`config.mk`:
```
export PLATFORM = sky130hd
export DESIGN_NAME = music_req_arbiter_flat
export DESIGN_NICKNAME = d
export VERILOG_FILES = /design/src/rtl/music_req_arbiter_if.sv /design/src/rtl/music_req_arbiter.sv /design/src/flat_wrapper.sv
export SDC_FILE = /design/constraint.sdc
export NUM_CORES = 1
export LEC_CHECK = 0
export CAP_MARGIN = 25
export CORE_UTILIZATION = 52
export CTS_CLUSTER_DIAMETER = 150
export DETAILED_ROUTE_END_ITERATION = 8
export GPL_TIMING_DRIVEN = 0
export PLACE_DENSITY = 0.84
export SLEW_MARGIN = 5
export SYNTH_ARGS = -nofsm -noshare
export SYNTH_HDL_FRONTEND = slang
export SYNTH_SLANG_ARGS = --single-unit
```
`constraint.sdc`:
```
create_clock -name s_clk -period 2.2 [get_ports s_clk]
set_input_delay 0.44 -clock s_clk [delete_from_list [all_inputs] [get_ports s_clk]]
set_output_delay 0.44 -clock s_clk [all_outputs]
set_load 0.02 [all_outputs]
```
`src/rtl/music_req_arbiter_if.sv`:
```
// Request/grant bundle between the requester side and music_req_arbiter.
// The arbiter takes the slave modport; requesters and the player-facing logic take master.
interface music_req_arbiter_if #(
    parameter int unsigned N_REQ = 4,
    parameter int unsigned SEL_W = 4
);
    localparam int unsigned ID_W = (N_REQ > 1) ? $clog2(N_REQ) : 1;

    logic [N_REQ-1:0]       req_valid;
    logic [N_REQ*SEL_W-1:0] req_sel;
    logic [SEL_W-1:0]       select_music;
    logic                   busy;
    logic                   grant_valid;
    logic [ID_W-1:0]        grant_id;
    logic                   done;
    logic                   aborted;

    modport master (
        output req_valid, req_sel,
        input  select_music, busy, grant_valid, grant_id, done, aborted
    );

    modport slave (
        input  req_valid, req_sel,
        output select_music, busy, grant_valid, grant_id, done, aborted
    );
endinterface

```
`src/rtl/music_req_arbiter.sv`:
```
// Strict-priority arbiter in front of the MUSIC player: latches track requests per requester,
// plays the winner for a fixed window and forces a silence gap between tracks.
module music_req_arbiter #(
    parameter int unsigned N_REQ      = 4,
    parameter int unsigned SEL_W      = 4,
    parameter int unsigned TICK_DIV   = 25_000_000,
    parameter int unsigned PLAY_UNITS = 5,
    parameter int unsigned GAP_CYCLES = 16
) (
    input logic                s_clk,
    input logic                s_rst,
    music_req_arbiter_if.slave bus
);
    localparam int unsigned ID_W   = (N_REQ > 1) ? $clog2(N_REQ) : 1;
    localparam int unsigned TICK_W = (TICK_DIV > 1) ? $clog2(TICK_DIV) : 1;
    localparam int unsigned UNIT_W = (PLAY_UNITS > 1) ? $clog2(PLAY_UNITS) : 1;
    localparam int unsigned GAP_W  = (GAP_CYCLES > 1) ? $clog2(GAP_CYCLES) : 1;

    localparam logic [TICK_W-1:0] TICK_LAST = TICK_W'(TICK_DIV - 1);
    localparam logic [UNIT_W-1:0] UNIT_LAST = UNIT_W'(PLAY_UNITS - 1);
    localparam logic [GAP_W-1:0]  GAP_LAST  = GAP_W'(GAP_CYCLES - 1);

    typedef enum logic [1:0] {StIdle, StPlay, StGap} state_e;

    state_e            state_q;
    logic [N_REQ-1:0]  slot_valid_q;
    logic [SEL_W-1:0]  slot_code_q [N_REQ];
    logic [TICK_W-1:0] tick_q;
    logic [UNIT_W-1:0] unit_q;
    logic [GAP_W-1:0]  gap_q;
    logic [SEL_W-1:0]  select_q;
    logic [ID_W-1:0]   grant_id_q;
    logic              busy_q;
    logic              grant_valid_q;
    logic              done_q;
    logic              aborted_q;

    logic [SEL_W-1:0]  req_code [N_REQ];
    logic              win_found;
    logic [ID_W-1:0]   win_id;
    logic              preempt;
    logic              owner_stop;
    logic              play_last;
    logic              gap_last;
    logic              do_grant;

    always_comb begin
        win_found = 1'b0;
        win_id    = '0;
        preempt   = 1'b0;
        for (int i = 0; i < int'(N_REQ); i++) begin
            req_code[i] = bus.req_sel[i*SEL_W +: SEL_W];
        end
        for (int i = int'(N_REQ) - 1; i >= 0; i--) begin
            if (slot_valid_q[i]) begin
                win_found = 1'b1;
                win_id    = ID_W'(i);
            end
        end
        // Only strictly higher-priority requesters may cut the current track short.
        for (int i = 0; i < int'(N_REQ); i++) begin
            if (slot_valid_q[i] && (ID_W'(i) < grant_id_q)) begin
                preempt = 1'b1;
            end
        end
        owner_stop = bus.req_valid[grant_id_q] && (req_code[grant_id_q] == '0);
        play_last  = (tick_q == TICK_LAST) && (unit_q == UNIT_LAST);
        gap_last   = (gap_q == GAP_LAST);
        do_grant   = win_found && ((state_q == StIdle) || ((state_q == StGap) && gap_last));
    end

    always_ff @(posedge s_clk) begin
        if (s_rst) begin
            state_q       <= StIdle;
            slot_valid_q  <= '0;
            tick_q        <= '0;
            unit_q        <= '0;
            gap_q         <= '0;
            select_q      <= '0;
            grant_id_q    <= '0;
            busy_q        <= 1'b0;
            grant_valid_q <= 1'b0;
            done_q        <= 1'b0;
            aborted_q     <= 1'b0;
            for (int i = 0; i < int'(N_REQ); i++) begin
                slot_code_q[i] <= '0;
            end
        end else begin
            grant_valid_q <= 1'b0;
            done_q        <= 1'b0;
            aborted_q     <= 1'b0;
            if (do_grant) begin
                state_q              <= StPlay;
                busy_q               <= 1'b1;
                select_q             <= slot_code_q[win_id];
                grant_id_q           <= win_id;
                grant_valid_q        <= 1'b1;
                tick_q               <= '0;
                unit_q               <= '0;
                slot_valid_q[win_id] <= 1'b0;
            end else begin
                unique case (state_q)
                    StIdle: begin
                        tick_q <= '0;
                        unit_q <= '0;
                        gap_q  <= '0;
                    end
                    StPlay: begin
                        // A normal completion outranks preemption and stop in the same cycle.
                        if (play_last) begin
                            state_q  <= StGap;
                            select_q <= '0;
                            done_q   <= 1'b1;
                            gap_q    <= '0;
                        end else if (preempt || owner_stop) begin
                            state_q   <= StGap;
                            select_q  <= '0;
                            aborted_q <= 1'b1;
                            gap_q     <= '0;
                        end else if (tick_q == TICK_LAST) begin
                            tick_q <= '0;
                            unit_q <= unit_q + UNIT_W'(1);
                        end else begin
                            tick_q <= tick_q + TICK_W'(1);
                        end
                    end
                    StGap: begin
                        if (gap_last) begin
                            state_q <= StIdle;
                            busy_q  <= 1'b0;
                            gap_q   <= '0;
                        end else begin
                            gap_q <= gap_q + GAP_W'(1);
                        end
                    end
                    default: state_q <= StIdle;
                endcase
            end
            // Strobes are applied last so a fresh request survives the grant-time clear.
            for (int i = 0; i < int'(N_REQ); i++) begin
                if (bus.req_valid[i]) begin
                    slot_valid_q[i] <= (req_code[i] != '0);
                    if (req_code[i] != '0) begin
                        slot_code_q[i] <= req_code[i];
                    end
                end
            end
        end
    end

    assign bus.select_music = select_q;
    assign bus.busy         = busy_q;
    assign bus.grant_valid  = grant_valid_q;
    assign bus.grant_id     = grant_id_q;
    assign bus.done         = done_q;
    assign bus.aborted      = aborted_q;
endmodule

```
`src/flat_wrapper.sv`:
```
// flat-port wrapper written by rule: the top's interface ports become plain ports
module music_req_arbiter_flat 
#(
    parameter int unsigned N_REQ      = 4,
    parameter int unsigned SEL_W      = 4,
    parameter int unsigned TICK_DIV   = 25_000_000,
    parameter int unsigned PLAY_UNITS = 5,
    parameter int unsigned GAP_CYCLES = 16
)
  (s_clk, s_rst, bus_req_valid, bus_req_sel, bus_select_music, bus_busy, bus_grant_valid, bus_grant_id, bus_done, bus_aborted);
  music_req_arbiter_if #(.N_REQ(N_REQ), .SEL_W(SEL_W)) bus_i ();
  input logic s_clk;
  input logic s_rst;
  input wire logic [$bits(bus_i.req_valid)-1:0] bus_req_valid;
  input wire logic [$bits(bus_i.req_sel)-1:0] bus_req_sel;
  output wire logic [$bits(bus_i.select_music)-1:0] bus_select_music;
  output wire logic [$bits(bus_i.busy)-1:0] bus_busy;
  output wire logic [$bits(bus_i.grant_valid)-1:0] bus_grant_valid;
  output wire logic [$bits(bus_i.grant_id)-1:0] bus_grant_id;
  output wire logic [$bits(bus_i.done)-1:0] bus_done;
  output wire logic [$bits(bus_i.aborted)-1:0] bus_aborted;
  assign bus_i.req_valid = bus_req_valid;
  assign bus_i.req_sel = bus_req_sel;
  assign bus_select_music = bus_i.select_music;
  assign bus_busy = bus_i.busy;
  assign bus_grant_valid = bus_i.grant_valid;
  assign bus_grant_id = bus_i.grant_id;
  assign bus_done = bus_i.done;
  assign bus_aborted = bus_i.aborted;
  music_req_arbiter #(.N_REQ(N_REQ), .SEL_W(SEL_W), .TICK_DIV(TICK_DIV), .PLAY_UNITS(PLAY_UNITS), .GAP_CYCLES(GAP_CYCLES)) u_core (.s_clk(s_clk), .s_rst(s_rst), .bus(bus_i));
endmodule
```
# [Word level (Yosys, flattened, before mapping)]
# Memories as Yosys holds them, arrays and structs flattened.
# Cells that the tools add are included.
[op_classes] add_sub_neg=3 magnitude_cmp=8 n_reduce_logical=37 muxes=71 n_bitwise=10 n_eq_ne=13
[op_table] op="25-bit two-way mux" count=3
[op_table] op="25-bit case mux with 2 select lines" count=1
[op_table] op="4-bit two-way mux" count=12
[op_table] op="1-bit two-way mux" count=39
[op_table] op="25-bit by 1-bit adder with 25-bit output (second input constant)" count=1
[op_table] op="25-bit == test (second input constant)" count=1
[op_table] op="2-bit nonzero test" count=8
[op_table] op="4-bit nonzero test" count=4
[op_table] op="2-bit two-way mux" count=7
[op_table] op="4-bit case mux with 3 select lines" count=1
[op_table] op="3-bit AND reduction" count=4
[op_table] op="1-bit logical AND" count=9
[op_table] op="3-bit two-way mux" count=3
[op_table] op="4-bit binary-select mux with 2-bit select" count=1
[op_table] op="2-bit by 3-bit < comparator with 1-bit output (second input constant)" count=2
[op_table] op="2-bit by 1-bit inequality test with 1-bit output (second input constant)" count=3
[op_table] op="3-bit by 1-bit inequality test with 1-bit output (second input constant)" count=2
[op_table] op="2-bit case mux with 3 select lines" count=1
[op_table] op="3-bit case mux with 2 select lines" count=1
[op_table] op="3-bit nonzero test" count=2
[op_table] op="4-bit by 1-bit adder with 4-bit output (second input constant)" count=1
[op_table] op="4-bit bitwise AND" count=1
[op_table] op="4-bit == test (second input constant)" count=1
[op_table] op="4-bit zero test" count=1
[op_table] op="other kinds (23)" count=33
[totals] ram_bits=16 out_inout_bits=10 n_memories=1 register_bits=48 inputBits=22
[mem_list] name="u_core.slot_code_q" words=4 word_bits=4 rd=1 rd_clocked_by_memory_dff=0 wr=4 line="music_req_arbiter.sv:27" source="logic [SEL_W-1:0] slot_code_q [N_REQ];"

# [Logic depth before layout (Yosys ltp)]
# Gate-level depths: netlist (run 1).
[depth] depth_word=12 mapped_depth=9

# [Least setup slack after synthesis (run 1)]
# OpenSTA, ideal clock, no wires.
[synth_path] kind="register to register" from="register u_core.tick_q[0]" to="register u_core.tick_q[0]" arrival_ps=2156 required_ps=2070 setup_ps=130 path_slack_ps=-87 stages_incl_launch_ff=10 period_less_slack_ps=2287 cell_sequence="dfxtp_1 > ha_1 > and3_1 > nand4_1 > or4_4 > a41oi_2 > buf_6 > buf_4 > xor2_1 > nor2_1"
[synth_between] elab_chain_len=5
[synth_rtl] element="from (decl)" line="music_req_arbiter.sv:28" source="logic [TICK_W-1:0] tick_q;"
[synth_rtl] element="from (signal assigned)" line="music_req_arbiter.sv:124" source="tick_q <= tick_q + TICK_W'(1);"
[synth_rtl] element="25-bit by 1-bit adder with 25-bit output or 25-bit == test (tied branches)" line="music_req_arbiter.sv:124, music_req_arbiter.sv:67, music_req_arbiter.sv:120"
[synth_rtl] element="25-bit two-way mux" line="music_req_arbiter.sv:120" source="end else if (tick_q == TICK_LAST) begin"
[synth_rtl] element="25-bit two-way mux" line="music_req_arbiter.sv:115" source="end else if (preempt || owner_stop) begin"
[synth_rtl] element="25-bit two-way mux" line="music_req_arbiter.sv:110" source="if (play_last) begin"
[synth_rtl] element="25-bit case mux with 2 select lines" line="music_req_arbiter.sv:102" source="unique case (state_q)"
# Parallel ways exist; a longest one is shown, timed or not. The select of a mux whose other input is x is not followed.
# A chain may end at the register's enable or synchronous reset.

# [Final worst setup path (run 1)]
[layout_path] from="register u_core.tick_q[6]" to="register u_core.tick_q[16]"
# Same word-level chain as after synthesis.

==> qor.csv, run 1 <==
metric,value,unit
status,finished with violations,
violated checks,"DRC, setup timing",
GR Util All Layers,30.0,%
Worst Path Max Fanout,7,
fin nets,500,
initial DRC count,515,
synth unique cells,57,
Worst Setup Start Kind,flop,
slew margin rel.,54.9,%
insertion delay to the later sink of the worst-skew pair,360,ps
DRC,4,
GPL Wtd Cong,0.902,
number of I/O pins,32,
total CTS buffers,9,
pin count of the biggest net entering global routing,12,
ranking of synthesized cells by area,"dfxtp_1 (28%), edfxtp_1 (14%), a21oi_1 (5.3%)",
Area after DPL,3920,um^2
Worst Hold Class,in2reg,
Die X,83.9,um
CTS tree,done,
grt ovf,0,
"Arr. time, crit path",2750,ps
Final setup viols,30,
static leakage,1.69,nW
vias in the first global route,3388,
largest stage delay on the critical path,670,ps
ANT cells,0,
CP cell instances,buf_4 > nand3_1 > nor4_1 > and2_1 > nand4_1 > or3_1 > a21oi_1,
critical path endpoint category,flop,
Core Rows,29,
fin crit share,112,%
Final Cell Area,4770,um^2
Clock Path Buffers,2,
Post-Layout Cell Count,556,
final worst slack,-263,ps
"commonest non-fill, non-tap cell in the layout",nand2_1,
Yosys top cell area share,27.6,%
RSZ-0062 raised after global routing,yes,
first-pass GRT wire length,16500,um
Cells after DPL,516,
share of layout cells above drive strength 1,28.0,%
initial antenna violation count,0,
final core utilization,74.2,%
DIE AREA,7030,um^2
worst slew pin tran,670,ps
"CTS clk-pin slew, worst paths",70,ps
"Slew Viols, Final",0,
Vias,3816,
Yosys warning total,0,
Post-synth ARST share,0,%
synthesized netlist net count,434,
chip height,83.9,um
Area Growth Syn to Fin,36.8,%
Netlist Area Pre-Place,3480,um^2
First-pass DRT Iterations,7,
Fin Setup TNS,-2320,ps
most frequent cells in the layout,"nand2_1 (42), a21oi_1 (32), dfxtp_1 (25)",
number of flops mapped to enable cells by yosys,16,
Post-Synthesis Cells,408,
worst hold margin,413,ps
Max Freq,0.406,GHz
total power,3.03,mW
Initial Util,54.3,%
Final Skew,7.60,ps
peak supply drop,0.525,mV
vias per cell,6.86,
power per cell area,635,nW/um^2
critical path data required time,2490,ps
critical path type,reg2reg,
Final Hold Violating Endpoints,0,
clk sinks,64,
DRT antenna net count,0,
register area share after synthesis,41.4,%
"flops & latches, synth",64,
routed len/inst,20.7,um
port bufs,31,
crit path max-delay cell type,nor4_1,
Period minus WS final,2460,ps
largest area contributor in the netlist,dfxtp_1,
Main synth FF type,dfxtp_1,
Core ar.,6420,um^2
Syn Area/Cell,8.54,um^2
Root Buffer,clkbuf_8,
Max Cap Viol,0,
post-DP HPWL,6410,um
dpl ws,-654,ps
H-tree depth,3,
DRT Wirelength,11500,um
## registers in the layout, summed over array words and instances (netlist names)
register	count
u_core.tick_q	25
u_core.slot_code_q	16
u_core.bus.select_music	4
u_core.gap_q	4
u_core.slot_valid_q	4
u_core.unit_q	3
u_core.bus.grant_id	2
u_core.state_q	2
u_core.bus.aborted	1
u_core.bus.busy	1
u_core.bus.done	1
u_core.bus.grant_valid	1
## area by class of cell
cell class | instances | area, um^2
clock buffers | 10 | 128
well taps | 77 | 96.3
plain buffers | 15 | 113
clock inverters | 6 | 83.8
multi-input cells | 311 | 2260
fillers | 406 | 1650
repair buffers | 57 | 544
flip-flops and latches | 64 | 1490
inverters | 16 | 60.1
## synthesized netlist by cell type (3+ instances only)
cell type and number:
a211oi_1 4, a21oi_1 37, a31oi_1 4, and2_1 15, and3_1 14, clkbuf_1 12, dfxtp_1 48, edfxtp_1 16
ha_1 4, inv_1 15, mux2i_1 3, nand2_1 45, nand2b_1 3, nand3_1 13, nand3b_1 4, nand4_1 9
nor2_1 23, nor2b_1 8, nor3_1 8, nor3b_1 4, nor4_1 5, o211ai_1 19, o21ai_0 15, o21ai_1 5
o22ai_1 4, o31ai_1 4, o32ai_1 3, or3_1 14, or4_1 11
## kinds of logic (layout without fill, tap and decap cells)
kind of cell | count (synthesis) | in the layout | share of synthesized area [%]
simple gates | 189 | 189 | 30.2
compound gates | 114 | 114 | 21.7
flops | 64 | 64 | 41.4
buf+inv | 33 | 104 | 4.27
fa+ha+maj | 4 | 4 | 1.44
mux | 3 | 3 | 0.862
xor+xnor | 1 | 1 | 0.251
## routing by layer
layer  up-vias  share of wire, %  global-route usage, %
met5         -                 0                      0
met4         0               5.7                   17.1
met3        81                11                   6.82
met2       302                46                   47.2
met1      1759                38                   37.8
li1       1674                 -                      -
## worst max-delay path: cells and delay by family, from the launching register on
kind | cells | cell delay (ps)
AND/OR/NAND/NOR | 5 | 1720
AO/OA/AOI/OAI | 1 | 150
buffers and inverters | 1 | 140
flip-flops | 1 | 370
## repair_timing
item	in CTS	in global routing
endpoints found under the hold margin	0	0
setup endpoints to repair	36	37
hold buffers	0	0
gates cloned	2	1
gates resized for setup	69	66
pin swaps	33	41
setup buffers	21	3
## worst paths after layout
| kind | from | slack (ps) | end | cells after the start |
|---|---|---|---|---|
| max reg2reg | u_core.tick_q[6] | -260 | u_core.tick_q[16] | 7 |
| min | bus_req_sel[9] | 410 | u_core.slot_code_q[2][1] | 2 |
| min reg2reg | u_core.bus.busy | 500 | u_core.bus.busy | 2 |
| max | u_core.tick_q[6] | -260 | u_core.tick_q[16] | 7 |
## report_power, final
group | leakage (nW) | switching (mW) | internal, mW
clock network | 0.0999 | 0.474 | 0.632
registers | 0.574 | 0.0411 | 1.26
logic | 1.02 | 0.369 | 0.256
(Power assumes the default switching activity.)
==> inputs of run 2 (changes only) <==
--- a/config.mk
+++ b/config.mk
@@ -11,7 +11,6 @@
 export DETAILED_ROUTE_END_ITERATION = 8
 export GPL_TIMING_DRIVEN = 0
 export PLACE_DENSITY = 0.84
-export SLEW_MARGIN = 5
 export SYNTH_ARGS = -nofsm -noshare
 export SYNTH_HDL_FRONTEND = slang
 export SYNTH_SLANG_ARGS = --single-unit
==> results of run 2 <==
The final DEF is identical to that of run 1; final timing and power are the same.
